--- config.mk ---
export PLATFORM = sky130hd
export DESIGN_NAME = user_word_sender
export DESIGN_NICKNAME = d
export VERILOG_FILES = /design/src/rtl/user_word_sender.sv
export SDC_FILE = /design/constraint.sdc
export NUM_CORES = 1
export LEC_CHECK = 0
export ABC_CLOCK_PERIOD_IN_PS = 2350
export CAP_MARGIN = 5
export CORE_MARGIN = 5
export CORE_UTILIZATION = 42
export CTS_CLUSTER_SIZE = 25
export DETAILED_ROUTE_END_ITERATION = 10
export PLACE_DENSITY = 0.8
export SLEW_MARGIN = 20
export SYNTH_ARGS = -nofsm -noshare
export SYNTH_HDL_FRONTEND = slang
export SYNTH_SLANG_ARGS = --single-unit
--- constraint.sdc ---
create_clock -name i_clk -period 2.35 [get_ports i_clk]
set_input_delay 0.5875 -clock i_clk [delete_from_list [all_inputs] [get_ports i_clk]]
set_output_delay 0.5875 -clock i_clk [all_outputs]
set_load 0.01 [all_outputs]
--- src/rtl/user_word_sender.sv ---
// Frame-level user word transmitter: pulls a clamped word count from upstream per frame
// and presents it on a valid/ready transmit port, marking the final word.
module user_word_sender #(
  parameter int DATA_W    = 32,
  parameter int MAX_WORDS = 8
) (
  input  logic              i_clk,
  input  logic              i_rst_n,
  input  logic              i_frame_start,
  input  logic [3:0]        i_user_word_count,
  input  logic [DATA_W-1:0] i_word_data,
  input  logic              i_word_valid,
  output logic              o_word_ready,
  output logic [DATA_W-1:0] o_tx_data,
  output logic              o_tx_valid,
  output logic              o_tx_last,
  input  logic              i_tx_ready,
  output logic              o_busy,
  output logic              o_done,
  output logic [3:0]        o_words_sent,
  output logic              o_clamp_err,
  output logic              o_start_err
);

  typedef enum logic [1:0] {
    IDLE  = 2'd0,
    SEND  = 2'd1,
    FLUSH = 2'd2
  } state_t;

  localparam logic [3:0] MAX_CNT = 4'(MAX_WORDS);

  state_t              state_r;
  state_t              state_nxt_s;
  logic [3:0]          remaining_r;
  logic [DATA_W-1:0]   tx_data_r;
  logic                tx_valid_r;
  logic                tx_last_r;
  logic                done_r;
  logic [3:0]          words_sent_r;
  logic                clamp_err_r;
  logic                start_err_r;

  logic [3:0]          req_cnt_s;
  logic                start_ok_s;
  logic                tx_hs_s;
  logic                word_ready_s;
  logic                load_s;

  // Handshake qualifiers and clamped request; ready is combinational from i_tx_ready.
  always_comb begin
    req_cnt_s    = (i_user_word_count > MAX_CNT) ? MAX_CNT : i_user_word_count;
    start_ok_s   = i_frame_start && (state_r == IDLE);
    tx_hs_s      = tx_valid_r && i_tx_ready;
    word_ready_s = (state_r == SEND) && (remaining_r != 4'd0) && (!tx_valid_r || i_tx_ready);
    load_s       = word_ready_s && i_word_valid;
  end

  // Next-state logic.
  always_comb begin
    state_nxt_s = state_r;
    case (state_r)
      IDLE: begin
        if (start_ok_s && (req_cnt_s != 4'd0)) state_nxt_s = SEND;
        else                                   state_nxt_s = IDLE;
      end
      SEND: begin
        if (load_s && (remaining_r == 4'd1)) state_nxt_s = FLUSH;
        else                                 state_nxt_s = SEND;
      end
      FLUSH: begin
        if (tx_hs_s) state_nxt_s = IDLE;
        else         state_nxt_s = FLUSH;
      end
      default: state_nxt_s = IDLE;
    endcase
  end

  // State register.
  always_ff @(posedge i_clk or negedge i_rst_n) begin
    if (!i_rst_n) state_r <= IDLE;
    else          state_r <= state_nxt_s;
  end

  // Frame counters, status pulses and the transmit output register.
  always_ff @(posedge i_clk or negedge i_rst_n) begin
    if (!i_rst_n) begin
      remaining_r  <= 4'd0;
      tx_data_r    <= '0;
      tx_valid_r   <= 1'b0;
      tx_last_r    <= 1'b0;
      done_r       <= 1'b0;
      words_sent_r <= 4'd0;
      clamp_err_r  <= 1'b0;
      start_err_r  <= 1'b0;
    end else begin
      done_r      <= 1'b0;
      clamp_err_r <= 1'b0;
      start_err_r <= 1'b0;
      if (start_ok_s) begin
        remaining_r  <= req_cnt_s;
        words_sent_r <= 4'd0;
        clamp_err_r  <= (i_user_word_count > MAX_CNT);
        done_r       <= (req_cnt_s == 4'd0);
      end else begin
        // A start that arrives while a frame is running is reported, never relatched.
        if (i_frame_start) start_err_r <= 1'b1;
        if (load_s) remaining_r <= remaining_r - 4'd1;
        if (tx_hs_s && (words_sent_r < MAX_CNT)) words_sent_r <= words_sent_r + 4'd1;
        if ((state_r == FLUSH) && tx_hs_s) done_r <= 1'b1;
      end
      if (load_s) begin
        tx_data_r  <= i_word_data;
        tx_valid_r <= 1'b1;
        tx_last_r  <= (remaining_r == 4'd1);
      end else if (tx_hs_s) begin
        tx_valid_r <= 1'b0;
        tx_last_r  <= 1'b0;
      end
    end
  end

  assign o_word_ready = word_ready_s;
  assign o_tx_data    = tx_data_r;
  assign o_tx_valid   = tx_valid_r;
  assign o_tx_last    = tx_last_r;
  assign o_busy       = (state_r != IDLE);
  assign o_done       = done_r;
  assign o_words_sent = words_sent_r;
  assign o_clamp_err  = clamp_err_r;
  assign o_start_err  = start_err_r;

endmodule

# Word-level counts from Yosys, hierarchy flattened

Index checks and enable logic that the tools add are counted.

Input bits: 41
Register bits after elaboration: 47
Output and inout bits: 43
Word-level logic and storage cells: 52

$add $sub $neg: 2
Order comparisons: 2
Mux-type cells: 17
Equal/unequal tests: 3
Reduce and logical (&&, ||, !) cells: 19

Operator list:

| operator                                              | number |
|---|---|
| two-way mux 4 bit                                     | 5 |
| logical AND 1 bit                                     | 9 |
| two-way mux 1 bit                                     | 9 |
| nonzero test 2 bit                                    | 4 |
| nonzero test 4 bit                                    | 2 |
| one-hot mux 2 bit (3 select lines)                    | 1 |
| adder 4 x 1 -> 4 bit (second input constant)          | 1 |
| == test 4 x 1 -> 1 bit (second input constant)        | 1 |
| greater-than comparator 4 bit (second input constant) | 1 |
| zero test 4 bit                                       | 1 |
| less-than comparator 4 bit (second input constant)    | 1 |
| two-way mux 2 bit                                     | 2 |
| subtractor 4 x 1 -> 4 bit (second input constant)     | 1 |
| == test 2 x 1 -> 1 bit (second input constant)        | 1 |
| == test 2 bit (second input constant)                 | 1 |
| zero test 2 bit                                       | 1 |
| zero test 1 bit                                       | 1 |
| logical OR 1 bit                                      | 1 |

# Depth between registers and ports, before layout

Gate-level depths: netlist of run 1.

Depth in word-level cells: 7
Mapped depth: 8
Depth with buffers taken out: 6

# Least setup slack after synthesis of run 1

No wires, ideal clock.

Path type: register -> output
From: reg remaining_r[0]
To: out o_word_ready
Arrival time: 1.218 ns
Slack: 0.544 ns
Cell stages (with the launch flop): 5
Buffers on the path: 0
Required time: 1.762 ns
Cells stage by stage: dfrtp_1 inv_1 ha_1 or3b_4 and3_1

Cells in the longest elaborated chain, start to end: 3

Ends and longest elaborated chain:

| element                         | RTL line | RTL |
|---|---|---|
| from (decl)                     | 35       | `logic [3:0] remaining_r;` |
| from (signal assigned)          | 101      | `remaining_r <= req_cnt_s;` |
| from (signal assigned)          | 108      | `if (load_s) remaining_r <= remaining_r - 4'd1;` |
| nonzero test 4 bit              | 55       | `word_ready_s = (state_r == SEND) && (remaining_r != 4'd0) && (!tx_valid_r \|\| i_tx_ready);` |
| logical AND 1 bit (2 in series) | 55       |  |
| to (decl)                       | 13       | `output logic o_word_ready,` |

Every way passes these cells.

# Worst setup path in the final report of run 1

From: reg remaining_r[1]
To: out o_word_ready

Same word-level chain as after synthesis.

==> reports/metrics.cfg, run 1 <==
[outcome]
status = complete, no violations

[pwr]
powerDensity_mw_per_mm2 = 1248
ir_worst_vdd_uv = 601.7
leakagePower_uw = 0.001428

[grt]
grt_max_degree = 48
grt_pass1_vias = 1790
grt_pass1_wl_um = 8321
track_usage_pct = 17.33
antenna_found_initial = 0
gr-total-overflow = 0

[placed_design]
portBuffers = 83
finalWeightedCongestion = 0.7793
placedInstanceArea_mm2 = 0.002859
dp_cells = 341
hpwl_um = 3556

[die]
initial_core_util_pct = 43.89
ios = 84
rows = 24
die_x_um = 78.15
die-area_mm2 = 0.006107
die_h_um = 78.15
core-area_mm2 = 0.004444

[route]
first_pass_iters = 4
antenna_left = 0
drc = 0
avgViaCountPerCell = 4.877
vias = 1712
drtIter0Drc = 71
post_drt_wl_per_cell_um = 14.11
routed_wl_um = 4953

[timing]
final.setup.tns_ns = 0
hold_viol = 0
finalCriticalPeriod_ns = 2.207
slew_violations = 0
fin_hold_ws_ns = 0.3651
clock_skew_ns = 0.004646
worst_slew_pin_slew_ns = 0.5879
fmax_mhz = 453.1
setup_viol = 0
maxSlewHeadroom_pct = 60.81
period_share_pct = 93.91
rsz0062_at_grt = false

[clock_network]
cts.sinks = 47
cts_made_buffers = 5
cts_htree_levels = 2
cts_tree = done
cts-root-buf = clkbuf_8
cts_buffer_depth = 2
postCtsHoldBufs = 0
clk_latency_ns = 0.29
cts.clk_slew.worst_paths_ns = 0.08

[flow_run]
maxCapViolations = 0

[cells_and_area]
final_common_cell = nand2_1
antenna_cells = 0
fill_cells = 366
finalNonFillerCells = 351
syn_to_final_growth_pct = 52.34
seq_area_mm2 = 0.001176
fin_area_mm2 = 0.002972
multi_input_area_um2 = 703.2
final_cell_mix = nand2_1 (102), clkdlybuf4s50_1 (81), dfrtp_1 (47)
nets = 342
drive_above_1_share_pct = 9.030

[worst_hold_path]
hold_class = input port to async pin

[logic_synthesis]
syn_avg_cell_area_um2 = 9.423
ys_warn_count = 0
seq_area_frac_synth_pct = 60.30
synth.distinct_cells = 35
syn_nets = 251
synthCells = 207
synth-seq-cells = 47
synth_area_mm2 = 0.001951

[critical_path]
ff2ff_setup_slack_ns = 0.52
crit_path_start_kind = flop
critical_path_class = flop to output pin
crit_start = remaining_r[1]$_DFFE_PN0P_
crit_fanout = 3
crit_path_end_kind = output pin
worst_ep_required_time_ns = 1.76
arrival_ns = 1.62
rr_startpoint = remaining_r[1]$_DFFE_PN0P_

==> cells in the mapped netlist <==
cell type / instances / area, um^2
nor2b_1: 1 / 6.260
buf_6: 1 / 11.26
and4_4: 1 / 11.26
xor2_1: 1 / 8.760
buf_2: 5 / 25.02
nand2b_1: 1 / 6.260
and2_1: 2 / 12.51
o21ai_0: 1 / 5.000
buf_4: 2 / 15.01
or3b_4: 1 / 11.26
inv_1: 5 / 18.77
and3_1: 1 / 6.260
dfrtp_1: 47 / 1176
a211oi_1: 1 / 7.510
xnor2_1: 2 / 17.52
nand3_1: 5 / 25.02
ha_1: 3 / 37.54
a21oi_1: 3 / 15.01
a31o_2: 2 / 17.52
nor4_1: 1 / 6.260
nand4_1: 1 / 6.260
o32ai_1: 1 / 8.760
nor2_1: 4 / 15.01
o21a_1: 1 / 7.510
a22o_1: 1 / 8.760
nor4b_1: 1 / 8.760
o221ai_1: 1 / 8.760
o211ai_1: 1 / 7.510
and3b_1: 1 / 8.760
nand2_1: 102 / 382.9
a311oi_1: 1 / 8.760
nor3_1: 3 / 15.01
a31oi_2: 1 / 12.51
nand3b_1: 1 / 7.510
clkbuf_1: 1 / 3.750
==> through the flow <==
| stage | power, uW | worst slack [ns] | util (%) |
|---|---|---|---|
| 3_3_place_gp | 3136 | -0.09397 | 64.33 |
| 4_1_cts | 3766 | 0.03497 | 66.98 |
| 2_1_floorplan | 2231 | 0.5440 | - |
| 3_5_place_dp | 3203 | -0.09467 | 64.33 |
| 5_1_grt | 3987 | 0.06917 | 66.86 |
| 6_report | 3709 | 0.1430 | 66.86 |
==> timing repair <==
| action | CTS | global route |
|---|---|---|
| setup endpoints to repair | 1 | 1 |
| buffers inserted | 2 | 0 |
| resized for setup | 5 | 1 |
==> per-layer routing <==
layer  up-vias  track usage [%]  routed length [um]
met1       806            20.43                2076
met3        10            4.920                 334
met5         -                0                   0
met4         0            8.741                  75
met2        59            29.02                2467
li1        837                -                   -
==> path summary, 6_finish.rpt <==
check | cells after the start | to
worst max register to register | 7 | state_r[0]$_DFF_PN0_
max in group asynchronous | 2 | o_tx_valid$_DFFE_PN0P_
worst max-delay path | 5 | o_word_ready
worst min-delay path | 2 | o_tx_data[26]$_DFFE_PN0P_
worst min register to register | 2 | o_tx_data[12]$_DFFE_PN0P_
min in group i_clk | 2 | o_tx_data[12]$_DFFE_PN0P_
==> flip-flops by register name, indices dropped and copies added, names as in the netlist <==
signal	count
o_done	1
o_clamp_err	1
o_tx_valid	1
remaining_r	4
o_start_err	1
o_tx_data	32
o_words_sent	4
o_tx_last	1
state_r	2
==> area by class of cell <==
class / count / share of cell area, %
inverter: 5 / 0.6316
timing repair buffer: 93 / 30.57
sequential: 47 / 39.58
multi-input combinational: 146 / 23.66
tap: 52 / 2.189
clock buffer: 8 / 3.368
==> power by group <==
group,leakage (uW),switching [uW],internal (uW)
Combinational,0.000788,825,963
Clock,0.0000515,257,269
Sequential,0.000589,231,1160
Total,0.00143,1310,2400
==> logic make-up (layout without fill, tap and decap cells) <==
family / after synthesis / after routing / synth area share [%]
AOI/OAI and AO/OA: 14 / 14 / 5.517
xor gates and xnor gates: 3 / 3 / 1.347
adders and majority gates: 3 / 3 / 1.925
buffers and inverters: 14 / 106 / 3.784
DFF: 47 / 47 / 60.30
and+or+nand+nor: 126 / 126 / 27.13
==> worst max-delay path, stage by stage, from the launching register on <==
cell and delay (ns):
dfrtp_1 0.40, inv_2 0.07, ha_2 0.17, or3b_4 0.39
and3_1 0.17, clkbuf_2 0.12
No activity file was read; power rests on OpenSTA's default activity.
==> inputs of run 2 (changes only) <==
--- a/config.mk
+++ b/config.mk
@@ -5,13 +5,13 @@
 export SDC_FILE = /design/constraint.sdc
 export NUM_CORES = 1
 export LEC_CHECK = 0
-export ABC_CLOCK_PERIOD_IN_PS = 2350
+export ABC_CLOCK_PERIOD_IN_PS = 1800
 export CAP_MARGIN = 5
 export CORE_MARGIN = 5
-export CORE_UTILIZATION = 42
+export CORE_UTILIZATION = 38
 export CTS_CLUSTER_SIZE = 25
 export DETAILED_ROUTE_END_ITERATION = 10
-export PLACE_DENSITY = 0.8
+export PLACE_DENSITY = 0.76
 export SLEW_MARGIN = 20
 export SYNTH_ARGS = -nofsm -noshare
 export SYNTH_HDL_FRONTEND = slang
==> constraint.sdc (replaced) <==
create_clock -name i_clk -period 1.8 [get_ports i_clk]
set_input_delay 0.45 -clock i_clk [delete_from_list [all_inputs] [get_ports i_clk]]
set_output_delay 0.45 -clock i_clk [all_outputs]
set_load 0.01 [all_outputs]
==> run 2 against run 1 <==
  * The flow now finishes with violations (negative setup slack)
  * Clock skew up 0.0048 ns
  * Sequential cell count is the same
  * Clock-buffer cell count fell by 2
  * Critical path type unchanged
  * Largest power group unchanged
==> reports/metrics.cfg, run 2 (synthesis results as in run 1) <==
[route]
first_pass_iters = 4
post_drt_wl_per_cell_um = 13.79
drc = 0
routed_wl_um = 5377
drtIter0Drc = 99
vias = 1773
antenna_left = 0
avgViaCountPerCell = 4.546

[critical_path]
endpoint = o_word_ready
ff2ff_setup_slack_ns = -0.11
critical_path_class = flop to output pin
rr_startpoint = remaining_r[0]$_DFFE_PN0P_
reg2reg_to = o_tx_last$_DFFE_PN0P_
r2r_cells = 9
worst_ep_required_time_ns = 1.35
crit_start = remaining_r[0]$_DFFE_PN0P_
arrival_ns = 1.60
crit_path_start_kind = flop
crit_path_end_kind = output pin
crit_fanout = 2

[die]
die_x_um = 81.65
die_h_um = 81.65
core-area_mm2 = 0.005042
rows = 26
die-area_mm2 = 0.006666
initial_core_util_pct = 38.68
ios = 84

[flow_run]
maxCapViolations = 0

[timing]
fmax_mhz = 488.6
rsz0062_at_grt = true
finalCriticalPeriod_ns = 2.047
fin_hold_ws_ns = 0.1089
fin_ws_ns = -0.2467
worst_slew_pin_slew_ns = 0.5076
hold_viol = 0
period_share_pct = 113.7
slew_violations = 0
clock_skew_ns = 0.009485
maxSlewHeadroom_pct = 66.16
setup_viol = 39

[clock_network]
cts.sinks = 47
cts_htree_levels = 2
clk_latency_ns = 0.30
cts_tree = done
cts.clk_slew.worst_paths_ns = 0.09
cts_buffer_depth = 2
cts-root-buf = clkbuf_8
cts_made_buffers = 5

[grt]
track_usage_pct = 16.20
met3_usage_pct = 5.044
grt_pass1_wl_um = 8224
grt_pass1_vias = 1780
use_met2_pct = 26.55
gr-usage-met1_pct = 20.41
top_usage_layer = met2
grt_max_degree = 28
gr-total-overflow = 0
antenna_found_initial = 0

[placed_design]
pre_cts_slack_ns = -0.3766
portBuffers = 83
hpwl_um = 3743
finalWeightedCongestion = 0.8003

[cells_and_area]
final_common_cell = nand2_1
fill_cells = 413
largest_reg_flops = 32
seq_area_mm2 = 0.001176
nets = 363
final_cell_mix = nand2_1 (102), clkdlybuf4s50_1 (79), dfrtp_1 (47)
drive_above_1_share_pct = 17.50
multi_input_area_um2 = 755.7
antenna_cells = 0
syn_to_final_growth_pct = 71.58

[worst_hold_path]
hold_class = input port to async pin

[pwr]
powerDensity_mw_per_mm2 = 1677
ir_worst_vdd_uv = 828.6
leakagePower_uw = 0.001609

[outcome]
failed_checks = negative setup slack
status = finished, violations left

-- run 2: cell type report --
| type | instances | area share, % |
|---|---|---|
| multi-input combinational | 146 | 22.58 |
| clock buffer | 6 | 2.467 |
| timing repair buffer | 114 | 35.48 |
| clock inverter | 2 | 1.159 |
| tap | 70 | 2.617 |
| inverter | 5 | 0.5607 |
| sequential | 47 | 35.14 |
-- run 2: worst min path at each step --
stage | from | end | cells after the start
after floorplan | i_rst_n | o_clamp_err$_DFF_PN0_ | 0
after global placement | i_rst_n | o_tx_data[1]$_DFFE_PN0P_ | 1
after detailed placement | i_rst_n | o_tx_data[1]$_DFFE_PN0P_ | 1
after CTS | i_rst_n | o_tx_data[13]$_DFFE_PN0P_ | 1
after global routing | i_rst_n | o_tx_data[13]$_DFFE_PN0P_ | 1
final | i_rst_n | o_tx_data[13]$_DFFE_PN0P_ | 1
-- run 2: per-stage QoR --
step	cells	cell area (um^2)	TNS, ns	power, uW	utilization [%]
floorplan	207	1951	0	2912	-
finish	390	3347	-2.477	5612	66.38
CTS	381	3179	-0.2555	5333	63.05
global placement	371	3022	-1.810	4346	59.93
detailed placement	371	3022	-3.608	4414	59.93
global route	390	3347	-5.825	6025	66.38
-- run 2: what timing repair did --
item                                    in CTS  in global routing
resized for setup                           12                 11
pin swaps                                    4                 10
endpoints found under the setup margin       2                 41
cloned                                       0                  6
setup buffers                                2                  3
hold buffers                                 0                  0
-- run 2: layer usage --
layer  share of wire [%]  vias to the layer above  routed length [um]
met2                  50                       54                2666
met5                   0                        -                   0
met4                 1.2                        0                  62
li1                    -                      888                   -
met1                  42                      824                2276
met3                 6.9                        7                 372
-- run 2: worst max-delay path, cell delays in order, from the launching register on --
cell	delay [ns]
dfrtp_1	0.40
inv_2	0.09
ha_4	0.14
or3b_4	0.38
and3_4	0.18
buf_6	0.11
-- run 2: where the power goes --
group | leakage, uW | total, uW | internal (uW) | switching [uW]
Sequential | 0.000589 | 1780 | 1520 | 261
Combinational | 0.000958 | 3010 | 1710 | 1290
Clock | 0.0000618 | 825 | 457 | 368
Total | 0.00161 | 5610 | 3690 | 1920
==> inputs of run 3 (changes only) <==
--- a/config.mk
+++ b/config.mk
@@ -8,10 +8,9 @@
 export ABC_CLOCK_PERIOD_IN_PS = 1800
 export CAP_MARGIN = 5
 export CORE_MARGIN = 5
-export CORE_UTILIZATION = 38
+export CORE_UTILIZATION = 30
 export CTS_CLUSTER_SIZE = 25
 export DETAILED_ROUTE_END_ITERATION = 10
-export PLACE_DENSITY = 0.76
 export SLEW_MARGIN = 20
 export SYNTH_ARGS = -nofsm -noshare
 export SYNTH_HDL_FRONTEND = slang
==> run 3 against run 2 <==
  * The flow still finishes with violations (negative setup slack)
  * Clock-buffer cell count fell by 1
  * Critical path type unchanged
  * Via count is 0.51% lower
  * Non-clock buffer count increased by 2
  * Hold slack got worse by 0.0036 ns
  * Final cell count grew 2.3%
  * First-iteration DRC count shrank 71%
  * Fmax up 0.35%
  * Critical endpoint unchanged
  * Routed wire length about the same
  * Highest routed layer unchanged
  * Critical path depth did not move
  * Sequential cell count unchanged
  * Combinational power shrank 2%
  * Clock skew down 0.00097 ns
==> reports/metrics.cfg, run 3 (synthesis results as in run 1) <==
[critical_path]
crit_fanout = 2
critical_path_class = flop to output pin
ff2ff_setup_slack_ns = 0
arrival_ns = 1.59
crit_path_end_kind = output pin
crit_path_start_kind = flop
worst_ep_required_time_ns = 1.35

[die]
rows = 29
ios = 84
die-area_mm2 = 0.008215
die_x_um = 90.64
core-area_mm2 = 0.006350
initial_core_util_pct = 30.72
die_h_um = 90.64

[cells_and_area]
final_common_cell = nand2_1
fin_util_pct = 52.59
syn_to_final_growth_pct = 71.20
finalNonFillerCells = 399
final_cell_mix = nand2_1 (102), clkdlybuf4s50_1 (79), dfrtp_1 (46)
nets = 365
largest_reg_flops = 32
antenna_cells = 0
drive_above_1_share_pct = 18.01

[grt]
antenna_found_initial = 0
gr-total-overflow = 0
track_usage_pct = 12.80
grt_pass1_vias = 1818
grt_pass1_wl_um = 8611
grt_max_degree = 48

[route]
vias = 1764
routed_wl_um = 5376
drc = 0
post_drt_wl_per_cell_um = 13.47
antenna_left = 0
avgViaCountPerCell = 4.421
first_pass_iters = 4
drtIter0Drc = 29

[clock_network]
postCtsHoldBufs = 0
clk_latency_ns = 0.30
cts_buffer_depth = 2
cts_made_buffers = 5
cts_tree = done
cts.clk_slew.worst_paths_ns = 0.09
cts.sinks = 47
cts-root-buf = clkbuf_8
cts_htree_levels = 2

[timing]
rsz0062_at_grt = true
period_share_pct = 113.3
setup_viol = 1
hold_viol = 0
slew_violations = 0
maxSlewHeadroom_pct = 80.73
clock_skew_ns = 0.008514
fin_ws_ns = -0.2396
worst_slew_pin_slew_ns = 0.2878
fmax_mhz = 490.3
finalCriticalPeriod_ns = 2.040

[pwr]
pwr-share-seq_pct = 32.2
p_comb_share_pct = 53.6
leakagePower_uw = 0.001606
p_sw_uw = 1889
clkPwrFrac_pct = 14.1
powerDensity_mw_per_mm2 = 1655
p_int_uw = 3638
switching_share_pct = 34.18
ir_worst_vdd_uv = 876.5

[placed_design]
portBuffers = 83
hpwl_um = 3581
dp_cells = 378
finalWeightedCongestion = 0.7272

[outcome]
status = finished, violations left
failed_checks = negative setup slack

[flow_run]
maxCapViolations = 0

[worst_hold_path]
hold_class = input port to async pin

-- run 3: worst max-delay path, stage by stage (launching register included) --
cell,delay (ns)
dfrtp_1,0.40
inv_2,0.09
ha_4,0.14
or3b_4,0.37
and3_4,0.18
buf_6,0.11
-- run 3: final cells by class --
type / instances / area, um^2
sequential: 47 / 1177
timing repair buffer: 116 / 1176
clock buffer: 5 / 68.82
fill: 564 / 3010
clock inverter: 3 / 43.79
inverter: 5 / 18.77
tap: 77 / 96.34
multi-input combinational: 146 / 758.2
-- run 3: path summary, 6_finish.rpt --
kind / from / to / cells after the start
worst max register to register: remaining_r[1]$_DFFE_PN0P_ / o_tx_data[24]$_DFFE_PN0P_ / 10
max in group asynchronous: i_rst_n / o_tx_data[13]$_DFFE_PN0P_ / 2
worst min-delay path: i_rst_n / o_done$_DFF_PN0_ / 2
min in group i_clk: o_tx_data[26]$_DFFE_PN0P_ / o_tx_data[26]$_DFFE_PN0P_ / 2
worst min register to register: o_tx_data[26]$_DFFE_PN0P_ / o_tx_data[26]$_DFFE_PN0P_ / 2
worst max-delay path: remaining_r[1]$_DFFE_PN0P_ / o_word_ready / 5
-- run 3: power groups by stage --
| stage | clock network [uW] | registers [uW] | logic, uW |
|---|---|---|---|
| floorplan | 0 | 1990 | 920 |
| global placement | 0 | 1780 | 2500 |
| detailed placement | 0 | 1790 | 2520 |
| CTS | 809 | 1780 | 2650 |
| global route | 860 | 1840 | 3250 |
| finish | 782 | 1780 | 2960 |
-- run 3: through the flow --
step | setup slack (ns) | cell area [um^2] | hold WS [ns] | TNS [ns] | total power, uW
after floorplan | 0.05581 | 1951 | 0.1544 | 0 | 2912
after global placement | -0.3735 | 2993 | 0.4557 | -1.060 | 4278
after detailed placement | -0.3930 | 2993 | 0.4562 | -2.308 | 4316
after CTS | -0.2349 | 3163 | 0.1170 | -0.2349 | 5240
after global routing | -0.2862 | 3339 | 0.1246 | -1.744 | 5952
final | -0.2396 | 3339 | 0.1053 | -0.2396 | 5528
-- run 3: what timing repair did --
action	4_1_cts	5_1_grt
setup buffers	5	6
pin swaps	0	14
endpoints found under the setup margin	2	44
cloned	0	3
resized for setup	12	17
-- run 3: metal layers --
metal / vias up / share of wire (%) / GRT usage, %
met5: - / 0 / 0
met4: 0 / 1.2 / 4.839
met3: 6 / 8.9 / 5.750
met1: 818 / 42 / 15.19
met2: 55 / 48 / 20.28
li1: 885 / - / -
